<file path="src/rtl/integ_pkg.sv">
// rtl/integ_pkg.sv - shared encodings and width constants for the multichannel integrator
package integ_pkg;

  // Update modes; the reserved encoding 2'd3 falls through to pure accumulate.
  localparam logic [1:0] MODE_PURE  = 2'd0;
  localparam logic [1:0] MODE_LEAKY = 2'd1;
  localparam logic [1:0] MODE_DUMP  = 2'd2;

  // Headroom bits carried above ACC_W so the raw update never wraps before
  // the clamp/overflow decision is made.
  localparam int WIDE_OFS = 2;

endpackage

</file>
<file path="src/rtl/integ_update.sv">
// rtl/integ_update.sv - combinational per-sample accumulator update with clamp/wrap
//
// Ports:
//   y          in  ACC_W  current accumulator (signed)
//   x          in  IN_W   input sample (signed)
//   mode       in  2      update mode (integ_pkg encodings)
//   k          in  4      leaky decay shift, 0 = no decay
//   sat_enable in  1      clamp to [sat_neg, sat_pos] instead of wrapping
//   sat_pos    in  ACC_W  signed upper bound
//   sat_neg    in  ACC_W  signed lower bound
//   next_y     out ACC_W  updated accumulator
//   sat        out 1      result was clamped or wrapped
//
// Build option: INTEG_ROUND_EN selects round-half-up for the leaky decay term.
module integ_update
  import integ_pkg::*;
#(
  parameter int IN_W  = 8,
  parameter int ACC_W = 16
) (
  input  logic [ACC_W-1:0] y,
  input  logic [IN_W-1:0]  x,
  input  logic [1:0]       mode,
  input  logic [3:0]       k,
  input  logic             sat_enable,
  input  logic [ACC_W-1:0] sat_pos,
  input  logic [ACC_W-1:0] sat_neg,
  output logic [ACC_W-1:0] next_y,
  output logic             sat
);

  localparam int W = ACC_W + WIDE_OFS;

  logic signed [W-1:0] yw, xw, decay, sum, pos_w, neg_w;
  logic [WIDE_OFS:0]   top_bits;
`ifdef INTEG_ROUND_EN
  logic signed [W-1:0] rnd;
`endif

  always_comb begin
    yw    = {{WIDE_OFS{y[ACC_W-1]}}, y};
    xw    = {{(W-IN_W){x[IN_W-1]}}, x};
    pos_w = {{WIDE_OFS{sat_pos[ACC_W-1]}}, sat_pos};
    neg_w = {{WIDE_OFS{sat_neg[ACC_W-1]}}, sat_neg};
    decay = '0;
`ifdef INTEG_ROUND_EN
    rnd   = '0;
`endif
    if (mode == MODE_LEAKY && k != 4'd0) begin
`ifdef INTEG_ROUND_EN
      rnd   = W'(1) <<< (k - 4'd1);
      decay = (yw + rnd) >>> k;
`else
      decay = yw >>> k;
`endif
    end
    sum = yw - decay + xw;

    // Sign bits above the ACC_W-1 position must all agree for the result
    // to be representable without wrap.
    top_bits = sum[W-1:ACC_W-1];
    next_y   = sum[ACC_W-1:0];
    sat      = 1'b0;
    if (sat_enable) begin
      if (sum > pos_w) begin
        next_y = sat_pos;
        sat    = 1'b1;
      end else if (sum < neg_w) begin
        next_y = sat_neg;
        sat    = 1'b1;
      end
    end else begin
      sat = !((&top_bits) || !(|top_bits));
    end
  end

endmodule

</file>
<file path="src/rtl/integrator_multich.sv">
// rtl/integrator_multich.sv - time-multiplexed NUM_CH-channel integrator with valid/ready handshakes
//
// Ports:
//   clk, rst                  clock, synchronous active-high reset
//   enable                    global enable; low blocks input, output still drains
//   in_valid/in_ready         sample handshake; in_ch, in_data carry the sample
//   mode, decay_shift         update mode and leaky shift, sampled per accepted sample
//   dump_len                  integrate-and-dump window length (0 acts as 1)
//   sat_enable/sat_pos/neg    clamp control
//   clr_valid/clr_ch          per-channel clear (wins over a same-channel sample)
//   out_valid/out_ready       result handshake; out_ch, out_data, out_sat carry the result
//   ovf_sticky                per-channel sticky overflow
//
// Build option: INTEG_ROUND_EN (round-half-up leaky decay, inside integ_update).
module integrator_multich
  import integ_pkg::*;
#(
  parameter int NUM_CH = 4,
  parameter int CH_W   = $clog2(NUM_CH),
  parameter int IN_W   = 8,
  parameter int ACC_W  = 16,
  parameter int CNT_W  = 8
) (
  input  logic              clk,
  input  logic              rst,
  input  logic              enable,
  input  logic              in_valid,
  output logic              in_ready,
  input  logic [CH_W-1:0]   in_ch,
  input  logic [IN_W-1:0]   in_data,
  input  logic [1:0]        mode,
  input  logic [3:0]        decay_shift,
  input  logic [CNT_W-1:0]  dump_len,
  input  logic              sat_enable,
  input  logic [ACC_W-1:0]  sat_pos,
  input  logic [ACC_W-1:0]  sat_neg,
  input  logic              clr_valid,
  input  logic [CH_W-1:0]   clr_ch,
  output logic              out_valid,
  input  logic              out_ready,
  output logic [CH_W-1:0]   out_ch,
  output logic [ACC_W-1:0]  out_data,
  output logic              out_sat,
  output logic [NUM_CH-1:0] ovf_sticky
);

  logic [ACC_W-1:0] acc_q [NUM_CH];
  logic [CNT_W-1:0] cnt_q [NUM_CH];

  logic             accept, take, is_dump, dump_hit, emit, hold;
  logic [CNT_W-1:0] cnt_nxt, dump_lim;
  logic [ACC_W-1:0] upd_y;
  logic             upd_sat;

  assign in_ready = enable && (!out_valid || out_ready);
  assign hold     = out_valid && !out_ready;

  // State is written back at the same edge the sample is accepted, so a
  // back-to-back sample on the same channel always reads the fresh value.
  integ_update #(
    .IN_W  (IN_W),
    .ACC_W (ACC_W)
  ) u_update (
    .y          (acc_q[in_ch]),
    .x          (in_data),
    .mode       (mode),
    .k          (decay_shift),
    .sat_enable (sat_enable),
    .sat_pos    (sat_pos),
    .sat_neg    (sat_neg),
    .next_y     (upd_y),
    .sat        (upd_sat)
  );

  always_comb begin
    accept   = in_valid && in_ready;
    // A clear on the sample's own channel consumes the sample without effect.
    take     = accept && !(clr_valid && clr_ch == in_ch);
    is_dump  = (mode == MODE_DUMP);
    cnt_nxt  = cnt_q[in_ch] + CNT_W'(1);
    dump_lim = (dump_len == '0) ? CNT_W'(1) : dump_len;
    dump_hit = (cnt_nxt == dump_lim);
    emit     = take && (!is_dump || dump_hit);
  end

  always_ff @(posedge clk) begin
    if (rst) begin
      for (int i = 0; i < NUM_CH; i++) begin
        acc_q[i] <= '0;
        cnt_q[i] <= '0;
      end
      ovf_sticky <= '0;
      out_valid  <= 1'b0;
      out_ch     <= '0;
      out_data   <= '0;
      out_sat    <= 1'b0;
    end else begin
      if (take) begin
        if (is_dump && dump_hit) begin
          acc_q[in_ch] <= '0;
          cnt_q[in_ch] <= '0;
        end else begin
          acc_q[in_ch] <= upd_y;
          if (is_dump) begin
            cnt_q[in_ch] <= cnt_nxt;
          end
        end
        if (upd_sat) begin
          ovf_sticky[in_ch] <= 1'b1;
        end
      end
      // Placed after the sample write so a clear always has the last word.
      if (clr_valid) begin
        acc_q[clr_ch]      <= '0;
        cnt_q[clr_ch]      <= '0;
        ovf_sticky[clr_ch] <= 1'b0;
      end
      if (!hold) begin
        out_valid <= emit;
        if (emit) begin
          out_ch   <= in_ch;
          out_data <= upd_y;
          out_sat  <= upd_sat;
        end
      end
    end
  end

endmodule
</file>
<file path="config.mk">
export PLATFORM = sky130hd
export DESIGN_NAME = integrator_multich
export DESIGN_NICKNAME = d
export VERILOG_FILES = /design/src/rtl/integ_pkg.sv /design/src/rtl/integ_update.sv /design/src/rtl/integrator_multich.sv
export SDC_FILE = /design/constraint.sdc
export NUM_CORES = 1
export LEC_CHECK = 0
export BUFFER_PORTS_ARGS = -buffer_cell sky130_fd_sc_hd__buf_2
export CORE_MARGIN = 3
export CORE_UTILIZATION = 48
export CTS_BUF_LIST = sky130_fd_sc_hd__clkbuf_16
export DETAILED_ROUTE_END_ITERATION = 7
export HOLD_SLACK_MARGIN = 0.06
export PLACE_DENSITY_LB_ADDON = 0.05
export SETUP_SLACK_MARGIN = 0.2
export SLEW_MARGIN = 40
export SYNTH_ARGS = -nofsm -noshare
export SYNTH_HDL_FRONTEND = slang
export SYNTH_SLANG_ARGS = --single-unit
</file>
<file path="constraint.sdc">
create_clock -name clk -period 20.1 [get_ports clk]
set_input_delay 1.005 -clock clk [delete_from_list [all_inputs] [get_ports clk]]
set_output_delay 1.005 -clock clk [all_outputs]
set_load 0.02 [all_outputs]
</file>
## After elaboration in Yosys (flattened, before gate mapping)

Memories as Yosys holds them, arrays and structs flattened.
Cells that the tools add are included.

- Register bits after elaboration: 24
- Latch bits: 0
- Memory bits (writable): 96
- ROM bits: 0
- Bits of input ports: 65
- Output and inout port bits: 25
- Word-level logic and storage cells: 103
- Memories kept: 2

Memory list:

| memory | depth | width | read ports | clocked after memory_dff | write ports | RTL line | source |
|---|---|---|---|---|---|---|---|
| acc_q | 4 | 16 | 1 | 0 | 4 | integrator_multich.sv:47 | `logic [ACC_W-1:0] acc_q [NUM_CH];` |
| cnt_q | 4 | 8 | 1 | 0 | 4 | integrator_multich.sv:48 | `logic [CNT_W-1:0] cnt_q [NUM_CH];` |

- Add/subtract/negate cells: 3
- Multipliers: 0
- Divide/modulo/power cells: 0
- Order comparisons: 6
- Equal/unequal tests: 4
- Shift-type cells: 1
- Muxes and demuxes: 48
- Bitwise logic cells: 6
- Reductions and logical operators: 28

Operators by type and width:

| cell | number |
|---|---|
| 16-bit two-way mux | 6 |
| 8-bit two-way mux | 4 |
| 16-bit OR reduction | 2 |
| 1-bit two-way mux | 27 |
| 18-bit by 8-bit adder with 18-bit output | 1 |
| 18-bit by 16-bit greater-than comparator with 1-bit output | 1 |
| 18-bit by 16-bit < comparator with 1-bit output | 1 |
| 18-bit two-way mux | 1 |
| 16-bit by 4-bit >>> shifter with 18-bit output | 1 |
| 16-bit by 18-bit subtractor with 18-bit output | 1 |
| 4-bit two-way mux | 4 |
| 8-bit OR reduction | 2 |
| 1-bit logical AND | 10 |
| 8-bit by 1-bit adder with 8-bit output, second input constant | 1 |
| 8-bit == test | 1 |
| 8-bit logical NOT | 1 |
| 2-bit two-way mux | 4 |
| 1-bit logical NOT | 6 |
| 2-bit by 3-bit < comparator with 1-bit output, second input constant | 2 |
| 4-bit AND | 1 |
| 1-bit demux with 2-bit select | 2 |
| 2-bit by 1-bit greater-or-equal comparator with 1-bit output, second input constant | 2 |
| 4-bit inverter | 1 |
| 4-bit OR | 1 |
| other kinds (10) | 13 |

## Logic depth before layout (Yosys ltp)

Gate-level depths: netlist of run 1.

- Depth after elaboration: 15
- Mapped depth: 31
- Gate-level depth less buffers: 26

## Modules after synthesis

From an unflattened synthesis of run 1, not the netlist that was laid out.

- Cell total of the unflattened synthesis: 927
- Area total of the unflattened synthesis: 8783.4 µm²

By module, submodules not included:

| module | times used | cells each | area each (µm²) | sequential area each (µm²) |
|---|---|---|---|---|
| integrator_multich | 1 | 500 | 5363.9 | 2402.3 |
| integ_update | 1 | 427 | 3419.5 | 0.0 |

## Worst setup path after synthesis of run 1

Ideal clock, no wire load.

- Path type: input-to-reg
- Start point: input in_ch[0]
- End point: register out_data[5]
- Library setup time: 0.086 ns
- Arrival time: 7.303 ns
- Required time: 20.014 ns
- Setup slack: 12.711 ns
- Cell stages on the path: 30
- Path buffers: 5
- Path through: buf_6 > buf_6 > buf_2 > mux4_2 > mux2_2 > a21oi_1 > mux2_2 > nor2_1 > a21oi_1 > nor2_1 > fa_1 > inv_1 > fa_1 > a211oi_1 > o21ai_0 > nor3b_1 > nor4_1 > nor3_1 > xor2_1 > ha_1 > and4_1 > nand2_1 > o211ai_1 > o21ba_2 > or2_2 > clkbuf_1 > a21oi_1 > clkbuf_1 > o221ai_1 > a211oi_1

- Cells in the longest elaborated chain, start to end: 9
- Elaborated cells on any way between the ends: 20
- Classes of those cells: add/sub: 3; order compare: 2; eq/ne: 2; shift: 1; mux: 4; reduce/logical: 6; memory: 2

RTL lines:

| element | RTL line | source |
|---|---|---|
| from (decl) | integrator_multich.sv:29 | `input logic [CH_W-1:0] in_ch,` |
| memory read 4 x 16 bit | - |  |
| 16-bit by 4-bit >>> shifter with 18-bit output | integ_update.sv:54 | `decay = yw >>> k;` |
| 18-bit two-way mux | integ_update.sv:49 | `if (mode == MODE_LEAKY && k != 4'd0) begin` |
| 16-bit by 18-bit subtractor with 18-bit output | integ_update.sv:57 | `sum = yw - decay + xw;` |
| 18-bit by 8-bit adder with 18-bit output | integ_update.sv:57 |  |
| 18-bit by 16-bit < comparator with 1-bit output | integ_update.sv:68 | `end else if (sum < neg_w) begin` |
| 16-bit two-way mux | integ_update.sv:68 |  |
| 16-bit two-way mux | integ_update.sv:65 | `if (sum > pos_w) begin` |
| 16-bit two-way mux | integ_update.sv:64 | `if (sat_enable) begin` |
| to (signal assigned) | integrator_multich.sv:122 | `out_data <= upd_y;` |
| to (decl) | integrator_multich.sv:42 | `output logic [ACC_W-1:0] out_data,` |

Parallel ways exist; a longest one is shown, timed or not.
A chain may end at the register's enable or synchronous reset.

## Worst setup path after layout of run 1

- Start point: input in_ch[0]
- End point: register out_data[15]

The elaborated chain is that of the path after synthesis.

==> run_results.csv, run 1 <==
group,metric,value,unit
outcome,run_status,"completed",
place,post-dp-hpwl,17900,µm
pwr,power_density,91.1,nW/µm²
yosys,synthesis.area,8140,µm²
worst_setup_path,regToRegSetupSlack,12.76,ns
worst_setup_path,crit_family,"compound AO/OA/AOI/OAI gates",
sta,setup-violations-final,0,
worst_setup_path,worstPathArrival,8.64,ns
sta,tns,0,ns
yosys,synth-seq-cells,120,
layout,final_common_cell,"dfxtp_1",
yosys,synthDistinctLibCells,68,
floorplan,initial_core_util,50.2,%
layout,seq_area,2400,µm²
cts,cts_tree,"yes",
layout,layout.nets,1168,
cts,cts_hold_buf,0,
pwr,p_total,850,µW
detailed_routing,drtIter0Drc,625,
worst_setup_path,criticalPathCategory,"in2reg",
grt,gr-usage-met2,38.4,%
place,place_area,8740,µm²
sta,maxSlewViolCount,0,
sta,min_period_over_period,41.5,%
pwr,leakage,3.95,nW
yosys,synth_area_per_cell,8.52,µm²
sta,rsz0062_at_grt,"no",
layout,utilization,57.5,%
cts,post_cts_resized,0,
detailed_routing,drc,0,
sta,hold_viol,0,
yosys,ys.flop_type,"dfxtp_1",
floorplan,dieArea,18600,µm²
yosys,yosysWarnings,0,
detailed_routing,antenna_left,0,
worst_setup_path,cp-start-kind,"input pin",
layout,fill_cells,1550,
cts,clkSinkCount,120,
yosys,synth_seq_area_share,29.5,%
cts,cts_root_buffer,"clkbuf_16",
hold_path,hp-class,"reg2reg",
grt,antenna_found_initial,0,
grt,grtUsageTotal,25.6,%
floorplan,die_y,136,µm
detailed_routing,routedWlPerCell,18.5,µm
detailed_routing,viasPerCell,5.85,
floorplan,die_w,136,µm
worst_setup_path,end_kind,"flip-flop",
pwr,peakVddDrop,0.0651,mV
layout,fin_cells,1262,
grt,grt_util_met1,39.2,%
worst_setup_path,required,20.41,ns
layout,multi_input_area,5200,µm²
grt,grt_max_degree,33,
cts,cts_max_path_buffers,2,
layout,final_cell_mix,"120 x dfxtp_1, 115 x nand2_1, 96 x inv_1",
cts,post_cts_buffers,0,
floorplan,pin_count,90,
grt,grt_pass1_wl,37200,µm
yosys,syn-num-nets,1091,
sta,post-route-min-period,8.33,ns
cts,h-tree-depth,4,
layout,area_growth,14.6,%
worst_setup_path,path_max_fanout,31,
yosys,async_flop_share,0,%
yosys,synth-edff-count,0,
grt,met3_usage,4.55,%
place,gp_congestion,0.942,
cts,cts_buffers,17,
floorplan,core-area,16200,µm²
run,cap_violations,0,
cts,clk_pin_slew,0.06,ns
sta,maxSlewHeadroom,39.1,%
detailed_routing,wl,23400,µm
sta,worst_pin_slew,0.914,ns
sta,fmax,120,MHz
floorplan,rows,46,
detailed_routing,drt_pass1_iterations,6,
sta,fin_skew,0.0181,ns
grt,top_usage_layer,"met1",
layout,diodes,0,
worst_setup_path,path_buf_inv,4,
grt,overflow,0,
detailed_routing,via_count,7382,
grt,grt_pass1_vias,6786,
worst_setup_path,critPathMaxStageDelay,0.66,ns
place,io_buffers,89,
layout,design_area,9340,µm²
worst_setup_path,crit_path_top_delay_cell,"a21oi_2",
yosys,synthCells,956,
place,place_inst,1230,
cts,clock_latency,0.42,ns
layout,drive_gt1_share,17.0,%
==> cells in the mapped netlist, types with 9 or more instances <==
library cell / count / area (µm²)
a211oi_1: 10 / 75.1
a21o_1: 13 / 97.6
a21oi_1: 40 / 200
a22o_1: 28 / 245
and3_1: 12 / 75.1
clkbuf_1: 25 / 93.8
dfxtp_1: 120 / 2400
fa_1: 16 / 320
ha_1: 54 / 676
inv_1: 97 / 364
mux2i_1: 20 / 200
mux4_2: 25 / 563
nand2_1: 115 / 432
nand3_1: 35 / 175
nand4_1: 9 / 56.3
nor2_1: 51 / 191
nor3_1: 18 / 90.1
o21ai_0: 80 / 400
o21ai_1: 20 / 100
o31ai_1: 9 / 67.6
xnor2_1: 17 / 149
==> metrics by stage <==
step	worst slack [ns]	hold WS, ns
after floorplan	12.71	0.420
after global placement	11.12	0.428
after detailed placement	11.51	0.440
after CTS	11.90	0.449
after global routing	11.27	0.470
final	11.77	0.447
==> where the power goes <==
group	total, mW	internal, mW	switching [mW]	leakage [nW]
Clock	0.302	0.184	0.117	0.279
Sequential	0.252	0.247	0.00497	0.971
Combinational	0.296	0.103	0.193	2.71
Total	0.850	0.535	0.316	3.95
==> sequential cells by signal, indices dropped and copies added, names as in the netlist <==
signal      flops
out_data       16
ovf_sticky      4
out_valid       1
out_sat         1
cnt_q          32
out_ch          2
acc_q          64
==> worst reg2reg max path: cells and delay by family (launching register included) <==
family                     cells  cell delay, ns
DFF                            1            0.31
adders and majority gates      3            1.05
xor gates and xnor gates       1            0.39
and+or+nand+nor               10            2.08
AOI/OAI and AO/OA              7            2.25
muxes                          3            0.96
buffers and inverters          2            0.17
==> path summary, 6_finish.rpt <==
check                from      endpoint  cells after the start
max              in_ch[0]  out_data[15]                     28
min           cnt_q[1][1]   cnt_q[1][1]                      2
max reg2reg  acc_q[3][10]  out_data[15]                     26
min reg2reg   cnt_q[1][1]   cnt_q[1][1]                      2
==> routing by layer <==
| layer | wire [µm] | share of wire [%] | vias to the layer above |
|---|---|---|---|
| li1 | - | - | 3607 |
| met1 | 11700 | 50 | 3548 |
| met2 | 10300 | 44 | 219 |
| met3 | 1320 | 5.7 | 8 |
| met4 | 97 | 0.42 | 0 |
| met5 | 0 | 0 | - |
==> logic make-up after synthesis <==
logic type,count (synthesis),synth area share (%)
and+or+nand+nor,278,16.0
xor gates and xnor gates,25,2.69
adders and majority gates,70,12.2
DFF,120,29.5
AOI/OAI and AO/OA,276,22.7
buffers and inverters,137,6.76
muxes,50,10.1
==> cell type report <==
| class | instances | area share (%) |
|---|---|---|
| tap | 216 | 2.90 |
| inverter | 99 | 3.98 |
| clock inverter | 15 | 1.77 |
| sequential | 120 | 25.7 |
| clock buffer | 17 | 4.56 |
| multi-input combinational | 699 | 55.7 |
| timing repair buffer | 96 | 5.33 |
No activity file was read; power rests on OpenSTA's default activity.
==> inputs of run 2 (changes only) <==
Clock period 20.1 ns to 8.3 ns, I/O delays scaled along.
==> run 2 against run 1 <==
Power rose by 140%. Worst setup slack got worse by 11 ns. Critical path type unchanged. Sequential share of layout area fell by 0.19 points. First-iteration DRC count fell by 18%. Clock skew fell by 0.011 ns. Global-route usage barely moved. Routed wire length fell by 1.6%. Via count fell by 1.0%. Die area did not move. Utilization rose by 0.43 points. Non-clock buffer count rose by 15. Clock power rose by 120%.
==> run_results.csv, run 2 (synthesis results as in run 1) <==
group,metric,value,unit
worst_setup_path,path_common_cell,"o21ai_0",
layout,final_cell_mix,"120 x dfxtp_1, 115 x nand2_1, 100 x inv_1",
sta,hold_viol,0,
worst_setup_path,end_kind,"flip-flop",
layout,diodes,0,
detailed_routing,drtIter0Drc,515,
sta,whs,0.281,ns
run,cap_violations,0,
layout,area_growth,15.5,%
cts,cts_tree,"yes",
outcome,run_status,"completed",
cts,cts_root_buffer,"clkbuf_16",
place,place_ws,0.567,ns
sta,fmax,136,MHz
layout,drive_gt1_share,18.0,%
worst_setup_path,required,8.61,ns
place,post-dp-hpwl,18000,µm
detailed_routing,via_count,7306,
detailed_routing,wl,23000,µm
sta,min_period_over_period,88.4,%
sta,setup-violations-final,0,
sta,worst_pin_slew,0.780,ns
detailed_routing,antenna_left,0,
grt,grt_pass1_wl,37200,µm
worst_setup_path,critPathMaxStageDelay,0.64,ns
detailed_routing,drt_pass1_iterations,5,
pwr,peakVddDrop,0.137,mV
pwr,power_density,216,nW/µm²
cts,cts_hold_buf,0,
worst_setup_path,path_buf_inv,2,
layout,final_common_cell,"dfxtp_1",
place,io_buffers,89,
worst_setup_path,worstPathArrival,7.65,ns
cts,clkSinkCount,120,
worst_setup_path,criticalPathCategory,"in2reg",
cts,post_cts_resized,0,
worst_setup_path,path_max_fanout,27,
detailed_routing,viasPerCell,5.72,
place,place_inst,1245,
sta,rsz0062_at_grt,"no",
detailed_routing,routedWlPerCell,18.0,µm
floorplan,rows,46,
layout,layout.nets,1183,
sta,layout_setup_ws,0.964,ns
grt,grt_pass1_vias,6921,
floorplan,core-area,16200,µm²
layout,largest_register_ff_count,64,
sta,maxSlewHeadroom,47.8,%
place,gp_congestion,0.952,
cts,clk_pin_slew,0.05,ns
hold_path,hp-class,"in2reg",
worst_setup_path,crit_path_top_delay_cell,"a21oi_2",
pwr,leakage,4.01,nW
cts,post_cts_buffers,0,
grt,antenna_found_initial,0,
sta,maxSlewViolCount,0,
floorplan,initial_core_util,50.2,%
detailed_routing,drc,0,
cts,h-tree-depth,4,
sta,tns,0,ns
layout,fin_cells,1277,
cts,cts_buffers,17,
floorplan,pin_count,90,
worst_setup_path,cp_cell_sequence,"buf_2 > mux4_2 > inv_1 > o21ai_0 > o21ai_0 > mux4_2 > or2_2 > fa_1 > ha_1 > o21ai_0 > o21ai_0 > nor3b_1 > nor4_1 > nor3_1 > xor2_1 > ha_1 > nor2b_1 > o31a_1 > o21ai_0 > o31ai_1 > a21oi_2 > a31oi_1 > a211oi_1",
worst_setup_path,cp-start-kind,"input pin",
floorplan,die_w,136,µm
sta,post-route-min-period,7.34,ns
layout,top_regs,"acc_q x64, cnt_q x32, out_data x16",
grt,grtUsageTotal,25.6,%
worst_setup_path,crit_family,"compound AO/OA/AOI/OAI gates",
grt,overflow,0,
floorplan,die_y,136,µm
grt,grt_max_degree,28,
sta,fin_skew,0.00743,ns
cts,clock_latency,0.41,ns
floorplan,dieArea,18600,µm²
cts,cts_max_path_buffers,2,
layout,top_register,"acc_q",
==> run 2: cell count changes in the layout (fill, tap and decap cells not counted), moves of 2 or more <==
cell	delta
clkinv_2	+2
buf_4	+16
inv_1	+4
clkinvlp_4	+4
clkinv_4	-3
inv_6	-5
==> run 2: layout make-up <==
| type | instances | area [µm²] |
|---|---|---|
| clock buffers | 17 | 425 |
| clock inverters | 15 | 116 |
| fillers | 1517 | 6830 |
| inverters | 99 | 372 |
| multi-input cells | 699 | 5210 |
| flip-flops and latches | 120 | 2400 |
| well taps | 216 | 270 |
| repair buffers | 111 | 613 |
==> run 2: final timing paths <==
kind           startpoint     endpoint  slack [ns]  cells after the start
max reg2reg  acc_q[3][11]      out_sat        1.30                     22
max              in_ch[1]      out_sat        0.96                     23
min reg2reg   cnt_q[1][3]  cnt_q[1][3]        0.45                      2
min             out_ready    out_valid        0.28                      3
==> run 2: metrics by stage <==
stage          instance area (µm²)  util [%]  total power [mW]
2_1_floorplan                 8140         -              1.12
3_3_place_gp                  8850      54.5              1.37
3_5_place_dp                  8850      54.5              1.37
4_1_cts                       9400      57.9              2.04
5_1_grt                       9410      57.9              2.16
6_report                      9410      57.9              2.03
==> run 2: routing by layer <==
layer  share of wire [%]  GRT usage [%]  routed length [µm]
met4                0.84           4.87                 192
met3                 5.5           5.51                1260
met1                  49           37.9               11300
met5                   0              0                   0
met2                  44           38.6               10200
==> run 2: power by group <==
part	leakage (nW)	total (mW)	switching (mW)	internal [mW]
sequential	0.971	0.611	0.0117	0.599
clock	0.254	0.668	0.264	0.405
combinational	2.78	0.755	0.475	0.280
total	4.01	2.03	0.750	1.28
==> run 2: worst reg2reg max path: stages (launching register included) <==
cell	delay, ns
dfxtp_1	0.34
mux4_2	0.27
inv_1	0.09
o21ai_0	0.25
o21ai_0	0.18
mux4_2	0.51
or2_2	0.30
fa_1	0.45
ha_1	0.38
o21ai_0	0.13
o21ai_0	0.30
nor3b_1	0.47
nor4_1	0.10
nor3_1	0.25
xor2_1	0.33
ha_1	0.32
nor2b_1	0.14
o31a_1	0.26
o21ai_0	0.32
o31ai_1	0.20
a21oi_2	0.64
a31oi_1	0.34
a211oi_1	0.35
==> inputs of run 3 (changes only) <==
Settings changed: SYNTH_HIERARCHICAL set to 1.
Clock period 8.3 ns to 7.1 ns, I/O delays scaled along.
==> run 3 against run 2 <==
Clock power is 36% higher. First-iteration DRC count is 6.2% higher. Sequential share of layout area is 3.0 points lower. Critical path depth is 8 higher. Worst hold slack worse by 0.058 ns. Largest power group unchanged. Highest routed layer unchanged.
==> run_results.csv, run 3 <==
group,metric,value,unit
outcome,run_status,"completed",
layout,final_cell_mix,"120 x dfxtp_1, 91 x inv_1, 88 x buf_2",
detailed_routing,wl,26700,µm
sta,post-route-min-period,6.62,ns
yosys,synth-edff-count,0,
cts,cts_max_path_buffers,2,
place,place_ws,0.0217,ns
layout,area_growth,21.4,%
cts,cts_buffers,17,
sta,rsz0062_at_grt,"yes",
worst_setup_path,end_kind,"flip-flop",
cts,h-tree-depth,4,
layout,top_register,"acc_q",
worst_setup_path,crit_path_top_delay_cell,"mux4_2",
grt,overflow,0,
place,gp_congestion,0.885,
sta,min_period_over_period,93.2,%
floorplan,core-area,17600,µm²
worst_setup_path,crit_family,"compound AO/OA/AOI/OAI gates",
yosys,synthTopCellsByCount,"120 x dfxtp_1, 90 x inv_1, 70 x a22o_1",
detailed_routing,via_count,7795,
detailed_routing,drt_pass1_iterations,4,
sta,fmax,151,MHz
layout,fin_cells,1303,
pwr,peakVddDrop,0.187,mV
place,io_buffers,89,
sta,whs,0.223,ns
floorplan,rows,48,
sta,fin_skew,0.00836,ns
detailed_routing,antenna_left,0,
layout,layout.nets,1199,
place,post-dp-hpwl,20000,µm
worst_setup_path,criticalPathCategory,"in2reg",
layout,largest_register_ff_count,64,
worst_setup_path,critPathMaxStageDelay,0.52,ns
yosys,synthDistinctLibCells,83,
worst_setup_path,path_buf_inv,5,
hold_path,hold_start,"out_ready",
worst_setup_path,required,7.46,ns
pwr,power_density,247,nW/µm²
layout,final_common_cell,"dfxtp_1",
detailed_routing,drtIter0Drc,547,
grt,antenna_found_initial,1,
yosys,synth_area_per_cell,9.48,µm²
yosys,syn-num-nets,1062,
yosys,synth.area.top_cells,"dfxtp_1 27%, mux4_2 8.7%, ha_1 7.8%",
layout,design_area,10700,µm²
worst_setup_path,path_common_cell,"ha_1",
place,place_inst,1270,
detailed_routing,viasPerCell,5.98,
yosys,netlist.area_leader.share,27.4,%
yosys,synth_largest_area_cell,"dfxtp_1",
sta,maxSlewHeadroom,42.6,%
yosys,synthesis.area,8780,µm²
cts,cts_tree,"yes",
sta,layout_setup_ws,0.482,ns
worst_setup_path,path_max_fanout,13,
floorplan,die_w,141,µm
yosys,synth_most_common_cell,"dfxtp_1",
worst_setup_path,crit_start,"in_ch[0]",
sta,setup-violations-final,0,
floorplan,pin_count,90,
cts,cts_root_buffer,"clkbuf_16",
layout,seq_area,2400,µm²
sta,worst_pin_slew,0.861,ns
cts,clock_latency,0.42,ns
yosys,async_flop_share,0,%
yosys,ys.flop_type,"dfxtp_1",
grt,grt_max_degree,54,
layout,top_regs,"acc_q x64, cnt_q x32, out_data x16",
hold_path,hp-class,"in2reg",
worst_setup_path,cp-start-kind,"input pin",
yosys,synth_seq_area_share,27.4,%
floorplan,initial_core_util,49.9,%
cts,clkSinkCount,120,
detailed_routing,routedWlPerCell,20.5,µm
detailed_routing,drc,0,
floorplan,die_y,141,µm
worst_setup_path,worstPathArrival,6.98,ns
grt,grt_pass1_wl,42300,µm
cts,post_cts_buffers,0,
sta,maxSlewViolCount,0,
layout,drive_gt1_share,28.9,%
worst_setup_path,r2r_start,"acc_q[3][3]",
layout,multi_input_area,5900,µm²
sta,hold_viol,0,
place,place_area,9950,µm²
cts,clk_pin_slew,0.06,ns
grt,grtUsageTotal,26.6,%
floorplan,dieArea,20000,µm²
sta,tns,0,ns
pwr,leakage,4.64,nW
yosys,synthCells,927,
grt,grt_pass1_vias,7750,
layout,fill_cells,1555,
yosys,synth-seq-cells,120,
run,cap_violations,0,
yosys,yosysWarnings,6,
run 3: changes by cell type in the layout (fill, tap and decap cells not counted), sizes merged, moves of 27 or more:
cell	delta
nand2	-59
a22o	+42
buf	+59
o21ai	-84
nand3	-30
nor2b	+39
a21oi	+27
run 3: final timing paths:
| kind | to | slack, ns | depth (start not counted) |
|---|---|---|---|
| min reg2reg | cnt_q[1][6] | 0.45 | 2 |
| max reg2reg | out_data[15] | 0.55 | 28 |
| max | out_data[15] | 0.48 | 31 |
| min | out_valid | 0.22 | 3 |
run 3: worst min-delay path, stage by stage:
cell      delay, ns
buf_2          0.07
nand2b_1       0.10
a21oi_1        0.06
run 3: kinds of logic (layout without fill, tap and decap cells):
logic type | Yosys count | after routing | share of synthesized area, %
AO/OA/AOI/OAI | 268 | 268 | 24.4
XOR/XNOR | 28 | 28 | 3.03
adder cells (fa/ha/maj) | 70 | 70 | 11.3
buffers and inverters | 143 | 293 | 6.89
flip-flops | 120 | 120 | 27.4
multiplexers | 64 | 64 | 12.5
other | 0 | 1 | 0
AND/OR/NAND/NOR | 234 | 234 | 14.6
run 3: per-layer routing:
layer	vias up	routed length, µm	global-route usage (%)	part of all wire [%]
met2	281	12600	43.3	47
met3	25	1720	5.53	6.5
li1	3702	-	-	-
met5	-	0	0	0
met4	0	512	6.99	1.9
met1	3787	11800	36.2	44
run 3: area by class of cell:
type	instances	share of cell area, %
flip-flops and latches	120	22.5
clock buffers	17	3.99
inverters	91	3.20
clock inverters	15	1.87
repair buffers	170	10.4
multi-input cells	664	55.4
well taps	225	2.64
diodes	1	0.0235
run 3: timing repair:
action / CTS / global route
setup endpoints to repair: 0 / 64
hold buffers: 0 / 0
gates resized for setup: 0 / 14
run 3: metrics by stage:
step,power [mW],utilization [%]
floorplan,1.35,-
global placement,1.70,56.4
detailed placement,1.70,56.6
CTS,2.61,60.1
global route,2.76,60.6
finish,2.63,60.6
run 3: power by group:
group          internal (mW)  switching (mW)
sequential             0.698          0.0146
clock                  0.587           0.323
combinational          0.461           0.549
